===== src/rtl/key_repeat_ctrl.sv =====
// key_repeat_ctrl: board pushbutton conditioner for the time-of-day setting logic.
// Each key goes through a 2-flop synchroniser, a counter debouncer, a press
// one-shot and a hold-to-auto-repeat state machine, giving clean one-cycle steps.
// Optional build macro KEY_REPEAT_ACCEL_EN: after the 8th auto-repeat pulse of a
// single hold the repeat period halves. Without it the period is fixed.

module key_repeat_ctrl #(
    parameter int                  NUM_KEYS             = 4,
    parameter int                  DEBOUNCE_CYCLES      = 500000,
    parameter int                  REPEAT_DELAY_CYCLES  = 25000000,
    parameter int                  REPEAT_PERIOD_CYCLES = 5000000,
    parameter logic [NUM_KEYS-1:0] REPEAT_MASK          = {NUM_KEYS{1'b1}}
) (
    input  logic                CLOCK_50,
    input  logic                reset,
    input  logic [NUM_KEYS-1:0] key_n,
    output logic [NUM_KEYS-1:0] key_level,
    output logic [NUM_KEYS-1:0] key_pulse
);

    localparam int DB_W    = $clog2(DEBOUNCE_CYCLES) + 1;
    localparam int REP_MAX = (REPEAT_DELAY_CYCLES > REPEAT_PERIOD_CYCLES) ?
                             REPEAT_DELAY_CYCLES : REPEAT_PERIOD_CYCLES;
    localparam int REP_W   = $clog2(REP_MAX) + 1;

    localparam logic [DB_W-1:0]  DB_LAST     = DB_W'(DEBOUNCE_CYCLES - 1);
    localparam logic [REP_W-1:0] DELAY_LAST  = REP_W'(REPEAT_DELAY_CYCLES - 1);
    localparam logic [REP_W-1:0] PERIOD_LAST = REP_W'(REPEAT_PERIOD_CYCLES - 1);
`ifdef KEY_REPEAT_ACCEL_EN
    localparam logic [REP_W-1:0] PERIOD_FAST_LAST = REP_W'((REPEAT_PERIOD_CYCLES / 2) - 1);
`endif

    typedef enum logic [1:0] {
        IDLE   = 2'd0,
        DELAY  = 2'd1,
        REPEAT = 2'd2
    } stateT;

    logic [NUM_KEYS-1:0] r_sync1;
    logic [NUM_KEYS-1:0] r_sync2;

    // Two-stage synchroniser; flops idle at 1 so a reset looks like "released"
    always_ff @(posedge CLOCK_50 or posedge reset) begin
        if (reset) begin
            r_sync1 <= '1;
            r_sync2 <= '1;
        end else begin
            r_sync1 <= key_n;
            r_sync2 <= r_sync1;
        end
    end

    for (genvar i = 0; i < NUM_KEYS; i++) begin : g_key
        logic             w_pressed;
        logic [DB_W-1:0]  r_dbCnt;
        logic             r_level;
        logic             w_levelNext;
        logic             w_rise;
        stateT            r_state;
        stateT            w_stateNext;
        logic [REP_W-1:0] r_repCnt;
        logic [REP_W-1:0] w_repCntNext;
        logic [REP_W-1:0] w_periodLast;
        logic             r_pulse;
        logic             w_pulseNext;

        assign w_pressed = ~r_sync2[i];

        // Debouncer: level follows the synchronised input only after it has disagreed for the full window
        always_ff @(posedge CLOCK_50 or posedge reset) begin
            if (reset) begin
                r_dbCnt <= '0;
                r_level <= 1'b0;
            end else if (w_pressed != r_level) begin
                if (r_dbCnt == DB_LAST) begin
                    r_level <= w_pressed;
                    r_dbCnt <= '0;
                end else begin
                    r_dbCnt <= r_dbCnt + DB_W'(1);
                end
            end else begin
                r_dbCnt <= '0;
            end
        end

        // The FSM looks at the level being written this cycle, so the press pulse lines up
        // with the first cycle key_level reads 1 and a release suppresses a coincident repeat
        assign w_levelNext = ((w_pressed != r_level) && (r_dbCnt == DB_LAST)) ? w_pressed : r_level;
        assign w_rise      = w_levelNext & ~r_level;

`ifdef KEY_REPEAT_ACCEL_EN
        logic [2:0] r_accCnt;
        logic [2:0] w_accCntNext;

        // Count pulses issued from REPEAT, saturating; clears whenever the key goes idle
        always_comb begin
            w_accCntNext = r_accCnt;
            if (w_stateNext == IDLE) begin
                w_accCntNext = 3'd0;
            end else if ((r_state == REPEAT) && w_pulseNext && (r_accCnt != 3'd7)) begin
                w_accCntNext = r_accCnt + 3'd1;
            end
        end

        // Accelerator counter register
        always_ff @(posedge CLOCK_50 or posedge reset) begin
            if (reset) begin
                r_accCnt <= 3'd0;
            end else begin
                r_accCnt <= w_accCntNext;
            end
        end

        // Delay pulse plus seven REPEAT pulses makes eight; after that run at half period
        assign w_periodLast = (r_accCnt == 3'd7) ? PERIOD_FAST_LAST : PERIOD_LAST;
`else
        assign w_periodLast = PERIOD_LAST;
`endif

        // Repeat FSM next-state, counter and pulse decode
        always_comb begin
            w_stateNext  = r_state;
            w_repCntNext = r_repCnt;
            w_pulseNext  = 1'b0;
            if (!w_levelNext) begin
                w_stateNext  = IDLE;
                w_repCntNext = '0;
            end else begin
                unique case (r_state)
                    IDLE: begin
                        if (w_rise) begin
                            w_pulseNext  = 1'b1;
                            w_stateNext  = DELAY;
                            w_repCntNext = '0;
                        end
                    end
                    DELAY: begin
                        if (r_repCnt == DELAY_LAST) begin
                            if (REPEAT_MASK[i]) begin
                                w_pulseNext  = 1'b1;
                                w_stateNext  = REPEAT;
                                w_repCntNext = '0;
                            end
                        end else begin
                            w_repCntNext = r_repCnt + REP_W'(1);
                        end
                    end
                    REPEAT: begin
                        if (r_repCnt == w_periodLast) begin
                            w_pulseNext  = 1'b1;
                            w_repCntNext = '0;
                        end else begin
                            w_repCntNext = r_repCnt + REP_W'(1);
                        end
                    end
                    default: begin
                        w_stateNext  = IDLE;
                        w_repCntNext = '0;
                    end
                endcase
            end
        end

        // Repeat FSM state, counter and registered pulse
        always_ff @(posedge CLOCK_50 or posedge reset) begin
            if (reset) begin
                r_state  <= IDLE;
                r_repCnt <= '0;
                r_pulse  <= 1'b0;
            end else begin
                r_state  <= w_stateNext;
                r_repCnt <= w_repCntNext;
                r_pulse  <= w_pulseNext;
            end
        end

        assign key_level[i] = r_level;
        assign key_pulse[i] = r_pulse;
    end

endmodule


===== config.mk =====
export PLATFORM = sky130hd
export DESIGN_NAME = key_repeat_ctrl
export DESIGN_NICKNAME = d
export VERILOG_FILES = /design/src/rtl/key_repeat_ctrl.sv
export SDC_FILE = /design/constraint.sdc
export NUM_CORES = 1
export LEC_CHECK = 0
export CELL_PAD_IN_SITES_DETAIL_PLACEMENT = 0
export CELL_PAD_IN_SITES_GLOBAL_PLACEMENT = 1
export CORE_UTILIZATION = 50
export DETAILED_ROUTE_END_ITERATION = 7
export PLACE_DENSITY_LB_ADDON = 0.2
export SETUP_SLACK_MARGIN = 0.3
export SLEW_MARGIN = 40
export SYNTH_ARGS = -nofsm -noshare
export SYNTH_HDL_FRONTEND = slang
export SYNTH_SLANG_ARGS = --single-unit

===== constraint.sdc =====
create_clock -name CLOCK_50 -period 9.8 [get_ports CLOCK_50]
set_input_delay 1.96 -clock CLOCK_50 [delete_from_list [all_inputs] [get_ports CLOCK_50]]
set_output_delay 1.96 -clock CLOCK_50 [all_outputs]
set_load 0.01 [all_outputs]

==> metrics.cfg, run 1 <==
[synthesis]
ys_seq_area_share_pct = 45.5
yosysWarnings = 0
synth-edff-count = 0
synthFlopType = dfrtp_1
syn_inst = 1238
ys_ff_latch = 208
syn-num-nets = 1273
avgSynthCellArea_sq_um = 9.26
syn_area_sq_mm = 0.0115
ys_async_sr_fraction_pct = 100
synthDistinctLibCells = 74

[die]
core_region_area_sq_mm = 0.0226
num_rows = 55
io_pins = 14
fp.dieH_um = 153
die_x_um = 153
dieArea_sq_mm = 0.0235
start_util_pct = 50.8

[finish]
num_antenna_cells = 0
final_common_cell = dfrtp_1
instances_no_fill = 1544
layout_common_cells = dfrtp_1 (200), nor2_1 (144), nand2_1 (115)
nets = 1277
syn2layout_area_growth_pct = 10.3
layout-drive-gt1-share_pct = 6.67
fin_area_sq_mm = 0.0126

[timing]
slew-limit-headroom_pct = 45.7
fmax_mhz = 287
hold_viol = 0
skew_ns = 0.0103
slew_viol_final = 0
finalSetupViolations = 0
rsz0062_at_grt = false
tightestPinTransition_ns = 0.814
setup_tns_ns = 0
period_share_pct = 35.6
min_period_ns = 3.49

[global_route]
grt_first_pass_wirelength_mm = 42.8
antenna_found_initial = 0
grt_pass1_vias = 8777
grtUsageTotal_pct = 21.4
overflow = 0
grt_max_degree = 146

[clock_tree]
clock-root-buffer = clkbuf_16
cts_setup_buffers = 0
clk_pin_slew_worst_paths_ns = 0.06
cts_resized = 0
clk_path_buf_depth = 3
cts_tree = yes
htree_levels = 1
cts_buffers = 24
ctsHoldBuffers = 0
cts.sinks = 208
clk_latency_ns = 0.51

[setup_path]
crit_chain = clkdlybuf4s50_1
setup.worst_path.class = flip-flop to output pin
required_ns = 7.84
crit_arrival_ns = 1.53
slowest_stage = clkdlybuf4s50_1
slowest_delay_ns = 0.57
cp-start-kind = flip-flop
critPathBufInv = 1
cp_top_family = buffers and inverters
endpoint_kind = output pin
cp_max_fo = 5

[status]
outcome = completed

[detailed_routing]
avgViaCountPerCell = 5.89
vias = 9087
drtIter0Drc = 449
first_pass_iters = 5
ant_nets = 0
routed_wl_mm = 24.3
drt-wirelength-per-cell_um = 15.7
drc = 0

[place]
portBuffers = 13
placed_area_sq_mm = 0.0118
gp_congestion = 0.795
place_inst = 1501
dpl.hpwl_mm = 15.9

[pwr]
leakage_uw = 0.00565
ir_worst_vdd_mv = 0.113
p_per_area_mw_per_mm2 = 143

[job]
maxCapViolCount = 0

[min_path]
min_path_type = flip-flop to flip-flop

-- stage by stage --
| stage | setup slack, ns | total power, uW | hold slack (ns) | util, % |
|---|---|---|---|---|
| floorplan | 2.17 | 910 | 0.345 | - |
| finish | 6.31 | 1810 | 0.356 | 56.0 |
| detailed placement | 5.79 | 923 | 0.348 | 52.4 |
| global placement | 5.65 | 922 | 0.347 | 52.4 |
| CTS | 6.27 | 1830 | 0.356 | 56.0 |
| global route | 6.22 | 1870 | 0.363 | 56.0 |
-- state kept, by name, summed over array words and instances (netlist names) --
signal,count
g_key.r_repCnt,104
g_key.r_dbCnt,80
g_key.r_state,8
g_key.r_level,4
g_key.r_pulse,4
r_sync1,4
r_sync2,4
-- power breakdown --
part | total [uW] | switching [uW] | internal (uW)
Combinational | 33.7 | 25.9 | 7.80
Sequential | 871 | 5.30 | 866
Clock | 903 | 349 | 553
Total | 1810 | 380 | 1430
-- cells in the mapped netlist, types with 7 or more instances --
library cell    n  share of area, %
dfrtp_1       200                44
nor2_1        144               4.7
nand2_1       115               3.8
nand3_1        85               3.7
a22o_1         52               4.0
o21ai_0        51               2.2
inv_1          47               1.5
xor2_1         40               3.1
nand4_1        39               2.1
and3_1         37               2.0
a21oi_1        31               1.4
nor3_1         30               1.3
a21o_1         29               1.9
ha_1           29               3.2
clkbuf_1       26              0.85
xnor2_1        26               2.0
or3_1          21               1.1
or4_1          17               1.1
and4_1         15               1.1
nor2b_1        15              0.82
nor4_1         15              0.82
and2_1         11              0.60
a31oi_1        10              0.55
buf_4           9              0.59
buf_2           8              0.35
dfstp_2         8               1.8
nor4b_1         8              0.61
o22ai_1         7              0.38
or2_2           7              0.38
-- metal layers --
layer  global-route usage (%)  vias to the layer above  share of wire [%]
met5                        0                        -                  0
met4                     4.24                        0                1.3
met3                     2.86                       25                2.9
met2                     35.1                      110                 46
met1                     30.6                     4421                 49
li1                         -                     4531                  -
-- final cells by class --
| cell class | count | area, sq um |
|---|---|---|
| clock inverters | 10 | 100 |
| clock buffers | 33 | 706 |
| well taps | 285 | 357 |
| inverters | 47 | 189 |
| fillers | 2037 | 9930 |
| multi-input cells | 937 | 5860 |
| repair buffers | 24 | 216 |
| flip-flops and latches | 208 | 5220 |
-- worst paths after layout --
kind	from	end	slack (ns)	cells after the start
worst min register to register	r_sync1[2]$_DFF_PP1_	r_sync2[2]$_DFF_PP1_	0.36	0
worst max register to register	g_key[3].r_repCnt[12]$_DFFE_PP0P_	g_key[3].r_repCnt[25]$_DFFE_PP0P_	6.72	6
worst max-delay path	g_key[2].r_level$_DFFE_PP0P_	key_level[2]	6.31	1
min in group asynchronous	reset	g_key[0].r_dbCnt[0]$_DFF_PP0_	2.04	2
max in group asynchronous	reset	r_sync1[1]$_DFF_PP1_	6.70	3
worst min-delay path	r_sync1[2]$_DFF_PP1_	r_sync2[2]$_DFF_PP1_	0.36	0
-- cells by family (layout without fill, tap and decap cells) --
group           count (synthesis)  count (layout)  synth area share, %
compound gates                245             245                 15.5
buf+inv                        93             114                 3.50
mux                             4               4                0.349
flops                         208             208                 45.5
xor+xnor                       66              66                 5.04
simple gates                  593             593                 26.9
fa+ha+maj                      29              29                 3.17
Note: power is estimated with default switching activity, not from simulation.
==> run 2, diff against run 1 <==
Settings changed: CORE_UTILIZATION 50 to 45.
Clock period 9.8 ns to 3.1 ns, I/O delays scaled along.
==> metrics.cfg, run 2 (same netlist as run 1, synthesis figures left out) <==
[finish]
top_register = g_key.r_repCnt
num_antenna_cells = 0  ; unchanged
largestRegisters = g_key.r_repCnt: 104 flops, g_key.r_dbCnt: 80 flops, g_key.r_state: 8 flops
layout-drive-gt1-share_pct = 8.41  ; +1.7 points
final_common_cell = dfrtp_1
layout_common_cells = dfrtp_1 (200), nor2_1 (144), nand2_1 (115)
largest_reg_flops = 104  ; unchanged
nets = 1299  ; +1.7%
syn2layout_area_growth_pct = 14.1
post-route-util_pct = 52.1  ; -3.9 points
fin_area_sq_mm = 0.0131  ; +3.5%

[detailed_routing]
routed_wl_mm = 25.4  ; +4.4%
drtIter0Drc = 621  ; +38%
ant_nets = 0  ; unchanged
drt-wirelength-per-cell_um = 15.7  ; -0.14%
vias = 9198  ; +1.2%
first_pass_iters = 5  ; unchanged
drc = 0  ; unchanged
avgViaCountPerCell = 5.70  ; -3.2%

[place]
gp_congestion = 0.817  ; +2.8%
placed_area_sq_mm = 0.0121  ; +2.1%
dpl.hpwl_mm = 17.0  ; +7.3%
portBuffers = 13  ; unchanged

[pwr]
p_int_uw = 4990  ; +250%
p_per_area_mw_per_mm2 = 480  ; +240%
p_sw_share_pct = 20.6  ; -0.40 points
ir_worst_vdd_mv = 0.431  ; +280%
power.share.sequential_pct = 43.8  ; -4.4 points
p_comb_share_pct = 1.9  ; about the same
p_sw_uw = 1300  ; +240%
pwr-share-clk_pct = 54.3  ; +4.4 points
leakage_uw = 0.00584  ; +3.4%

[setup_path]
required_ns = 3.51  ; -4.33 ns
cp-start-kind = flip-flop
slowest_delay_ns = 0.55  ; -0.02 ns
cp_max_fo = 12  ; +7
crit_chain = or4_1 > or4_1 > o21a_1 > o221ai_4 > nor2_2 > a22o_1
path_common_cell = or4_1
r2r_slack_ns = 0.43  ; -6.29 ns
setup.worst_path.class = flip-flop to flip-flop
endpoint_kind = flip-flop
crit_arrival_ns = 3.08  ; +1.55 ns
slowest_stage = or4_1

[global_route]
overflow = 0  ; unchanged
grt_max_degree = 54  ; -63%
grtUsageTotal_pct = 20.3  ; -1.1 points
antenna_found_initial = 0  ; unchanged
grt_pass1_vias = 9104  ; +3.7%
grt_first_pass_wirelength_mm = 44.8  ; +4.7%

[die]
fp.dieH_um = 162  ; +5.3%
core_region_area_sq_mm = 0.0251  ; +11%
start_util_pct = 45.6  ; -5.1 points
die_x_um = 162  ; +5.3%
num_rows = 58  ; +5.5%
io_pins = 14  ; unchanged
dieArea_sq_mm = 0.0261  ; +11%

[timing]
slew_viol_final = 0  ; unchanged
slew-limit-headroom_pct = 47.6  ; +1.8 points
hold_viol = 0  ; unchanged
skew_ns = 0.0134  ; +0.00310 ns
tightestPinTransition_ns = 0.784  ; -0.0302 ns
rsz0062_at_grt = false
finalSetupViolations = 0  ; unchanged
period_share_pct = 86.1
min_period_ns = 2.67
fmax_mhz = 375

[clock_tree]
clock-root-buffer = clkbuf_16
htree_levels = 1  ; unchanged
clk_latency_ns = 0.53  ; +0.02 ns
cts.sinks = 208  ; unchanged
cts_tree = yes
clk_path_buf_depth = 3  ; unchanged
cts_buffers = 26  ; +8.3%
clk_pin_slew_worst_paths_ns = 0.06  ; about the same

[min_path]
min_path_type = flip-flop to flip-flop

[job]
maxCapViolCount = 0  ; unchanged

[status]
outcome = completed

==> run 2: power groups by stage <==
stage | Clock, uW | Combinational [uW] | Sequential, uW
after CTS | 3500 | 126 | 2760
after floorplan | 0 | 76.3 | 2800
after detailed placement | 0 | 124 | 2800
after global routing | 3600 | 140 | 2760
final | 3410 | 118 | 2760
after global placement | 0 | 124 | 2800
==> run 2: critical path, delay by kind of cell, from the launching register on <==
kind,cells,cell delay (ns)
and+or+nand+nor,3,1.29
AOI/OAI and AO/OA,3,0.85
DFF,1,0.42
==> run 2: timing repair <==
item | CTS | global route
setup endpoints to repair | 0 | 32
buffers inserted | 0 | 0
gates resized for setup | 0 | 4
hold buffers | 0 | 0
==> run 2: area by class of cell <==
type / instances / area, sq um
clock inverter: 16 / 265
inverter: 47 / 180
multi-input combinational: 937 / 5880
tap: 330 / 413
sequential: 208 / 5220
clock buffer: 32 / 714
timing repair buffer: 44 / 413
fill: 2372 / 12000
==> run 2: path summary, 6_finish.rpt <==
| kind | startpoint | end | cells after the start |
|---|---|---|---|
| worst max-delay path | g_key[3].r_repCnt[12]$_DFFE_PP0P_ | g_key[3].r_repCnt[19]$_DFFE_PP0P_ | 6 |
| worst min-delay path | r_sync1[2]$_DFF_PP1_ | r_sync2[2]$_DFF_PP1_ | 0 |
| worst max register to register | g_key[3].r_repCnt[12]$_DFFE_PP0P_ | g_key[3].r_repCnt[19]$_DFFE_PP0P_ | 6 |
| worst min register to register | r_sync1[2]$_DFF_PP1_ | r_sync2[2]$_DFF_PP1_ | 0 |
| max in group asynchronous | reset | r_sync2[2]$_DFF_PP1_ | 3 |
| min in group asynchronous | reset | g_key[2].r_repCnt[22]$_DFFE_PP0P_ | 2 |
==> run 2: per-layer routing <==
layer / share of wire, % / global-route usage, % / vias up / wire length [um]
li1: - / - / 4570 / -
met1: 50 / 29.3 / 4515 / 12600
met2: 46 / 32.9 / 83 / 11600
met3: 2.6 / 2.44 / 30 / 655
met4: 1.8 / 4.37 / 0 / 463
met5: 0 / 0 / - / 0
==> run 2: through the flow <==
stage | setup slack (ns) | TNS (ns) | total power (uW) | hold WS, ns | instances
after CTS | 0.331 | 0 | 6380 | 0.357 | 1614
after global routing | 0.311 | 0 | 6500 | 0.360 | 1614
after floorplan | -0.214 | -42.74 | 2880 | 0.345 | 1238
after global placement | 0.385 | 0 | 2930 | 0.346 | 1566
after detailed placement | 0.342 | 0 | 2930 | 0.349 | 1566
final | 0.432 | 0 | 6290 | 0.356 | 1614
==> run 3, diff against run 2 <==
Settings changed: CORE_MARGIN set to 1.5.
==> metrics.cfg, run 3 (same netlist as run 1, synthesis figures left out) <==
[global_route]
grt_first_pass_wirelength_mm = 43.9  ; -2.0%
grtUsageTotal_pct = 19.7  ; -0.60 points
grt_max_degree = 64  ; +19%
grt_pass1_vias = 8911  ; -2.1%
antenna_found_initial = 0  ; unchanged
overflow = 0  ; unchanged

[finish]
nets = 1299  ; unchanged
layout-drive-gt1-share_pct = 8.11  ; -0.30 points
multi_input_comb_area_sq_mm = 0.00589  ; +0.17%
fillers = 2342  ; -1.3%
largest_reg_flops = 104  ; unchanged
final_common_cell = dfrtp_1
top_register = g_key.r_repCnt
layout_common_cells = dfrtp_1 (200), nor2_1 (143), nand2_1 (115)
largestRegisters = g_key.r_repCnt: 104 flops, g_key.r_dbCnt: 80 flops, g_key.r_state: 8 flops
syn2layout_area_growth_pct = 12.8
register_area_sq_mm = 0.00522  ; unchanged
num_antenna_cells = 0  ; unchanged

[timing]
hold_ws_ns = 0.354  ; -0.00231 ns
slew_viol_final = 0  ; unchanged
tightestPinTransition_ns = 0.756  ; -0.0281 ns
hold_viol = 0  ; unchanged
min_period_ns = 2.70  ; +0.0284 ns
slew-limit-headroom_pct = 49.6  ; +2.0 points
skew_ns = 0.00885  ; -0.00455 ns
finalSetupViolations = 0  ; unchanged
fmax_mhz = 371  ; -1.1%
setup_slack_ns = 0.403  ; -0.0284 ns
rsz0062_at_grt = true
setup_tns_ns = 0  ; unchanged
period_share_pct = 87.0  ; +0.92 points

[min_path]
min_path_type = flip-flop to flip-flop

[pwr]
pwr-share-clk_pct = 50.0  ; -4.3 points
power.share.sequential_pct = 47.9  ; +4.1 points
p_comb_share_pct = 2.1  ; +0.2 points
p_per_area_mw_per_mm2 = 445  ; -7.4%
p_sw_share_pct = 21.5  ; +0.88 points
leakage_uw = 0.00577  ; -1.2%
ir_worst_vdd_mv = 0.492  ; +14%
total_power_uw = 5750  ; -8.5%
p_sw_uw = 1240  ; -4.6%
p_int_uw = 4510  ; -9.5%

[clock_tree]
clk_path_buf_depth = 3  ; unchanged
cts.sinks = 208  ; unchanged
clock-root-buffer = clkbuf_16
cts_tree = yes
clk_pin_slew_worst_paths_ns = 0.06  ; about the same
clk_latency_ns = 0.52  ; about the same
ctsHoldBuffers = 0  ; unchanged
htree_levels = 1  ; unchanged
cts_buffers = 25  ; -3.8%

[detailed_routing]
routed_wl_mm = 25.0  ; -1.4%
drc = 0  ; unchanged
avgViaCountPerCell = 5.65  ; -0.80%
drtIter0Drc = 577  ; -7.1%
drt-wirelength-per-cell_um = 15.5  ; -1.2%
first_pass_iters = 5  ; unchanged
ant_nets = 0  ; unchanged
vias = 9113  ; -0.92%

[setup_path]
required_ns = 3.52  ; about the same
crit_arrival_ns = 3.11  ; +0.03 ns
cp_max_fo = 8  ; -4
cp-start-kind = flip-flop
setup.worst_path.class = flip-flop to flip-flop
endpoint_kind = flip-flop

[die]
io_pins = 14  ; unchanged
num_rows = 58  ; unchanged
die_x_um = 163  ; +0.62%
dieArea_sq_mm = 0.0264  ; +1.2%
core_region_area_sq_mm = 0.0251  ; unchanged
start_util_pct = 45.6  ; unchanged
fp.dieH_um = 163  ; +0.62%

[place]
portBuffers = 13  ; unchanged
dpl.hpwl_mm = 16.8  ; -1.2%
pre_cts_ws_ns = 0.213  ; -0.129 ns
gp_congestion = 0.802  ; -1.8%

[status]
outcome = completed

[job]
maxCapViolCount = 0  ; unchanged

## run 3: changes by cell type in the layout (fill, tap and decap cells not counted), moves of 2 or more
cell and delta:
o21ai_1 -2, clkbuf_8 +2, clkinvlp_4 -3, buf_6 +2
o21ai_0 +2, bufinv_16 -5, clkbuf_1 +4, clkbuf_16 -2
## run 3: routing by layer
layer  share of wire [%]  global-route usage (%)
met5                   0                       0
met4                 1.9                    4.55
met3                 2.7                    2.52
met2                  46                    32.1
met1                  50                    28.1
## run 3: worst max-delay path, cell delays in order, from the launching register on
cell,delay (ns)
dfrtp_1,0.42
or4_1,0.54
or4_4,0.51
o21a_1,0.23
o221ai_4,0.39
buf_4,0.20
buf_4,0.10
a21oi_1,0.03
a21o_1,0.15
## run 3: cell type report
cell class	instances	share of cell area, %
repair buffers	45	3.31
flip-flops and latches	208	40.3
clock buffers	36	5.47
well taps	330	3.19
clock inverters	9	0.755
inverters	47	1.39
multi-input cells	937	45.6
## run 3: power by group through the flow
stage / Clock, uW / Combinational (uW) / Sequential (uW)
floorplan: 0 / 76.3 / 2800
global placement: 0 / 124 / 2800
detailed placement: 0 / 126 / 2800
CTS: 2970 / 126 / 2750
global route: 3080 / 140 / 2760
finish: 2880 / 118 / 2750
## run 3: repair_timing
item	in CTS	in global routing
setup endpoints to repair	12	15
pin swaps	0	1
buffers inserted	0	2
resized for setup	1	4
## run 3: path summary, 6_finish.rpt
kind / startpoint / end / slack, ns / cells after the start
worst max-delay path: g_key[3].r_repCnt[12]$_DFFE_PP0P_ / g_key[3].r_repCnt[17]$_DFFE_PP0P_ / 0.40 / 8
worst min-delay path: r_sync1[0]$_DFF_PP1_ / r_sync2[0]$_DFF_PP1_ / 0.35 / 0
worst max register to register: g_key[3].r_repCnt[12]$_DFFE_PP0P_ / g_key[3].r_repCnt[17]$_DFFE_PP0P_ / 0.40 / 8
worst min register to register: r_sync1[0]$_DFF_PP1_ / r_sync2[0]$_DFF_PP1_ / 0.35 / 0
max in group asynchronous: reset / r_sync1[1]$_DFF_PP1_ / 1.93 / 3
min in group asynchronous: reset / g_key[2].r_repCnt[24]$_DFFE_PP0P_ / 0.46 / 2
## run 3: stage by stage
step / instance area [sq um] / cells / util, %
6_report: 12900 / 1612 / 51.5
5_1_grt: 12900 / 1612 / 51.5
3_3_place_gp: 12100 / 1563 / 48.0
2_1_floorplan: 11500 / 1238 / -
4_1_cts: 12900 / 1610 / 51.4
3_5_place_dp: 12100 / 1565 / 48.1
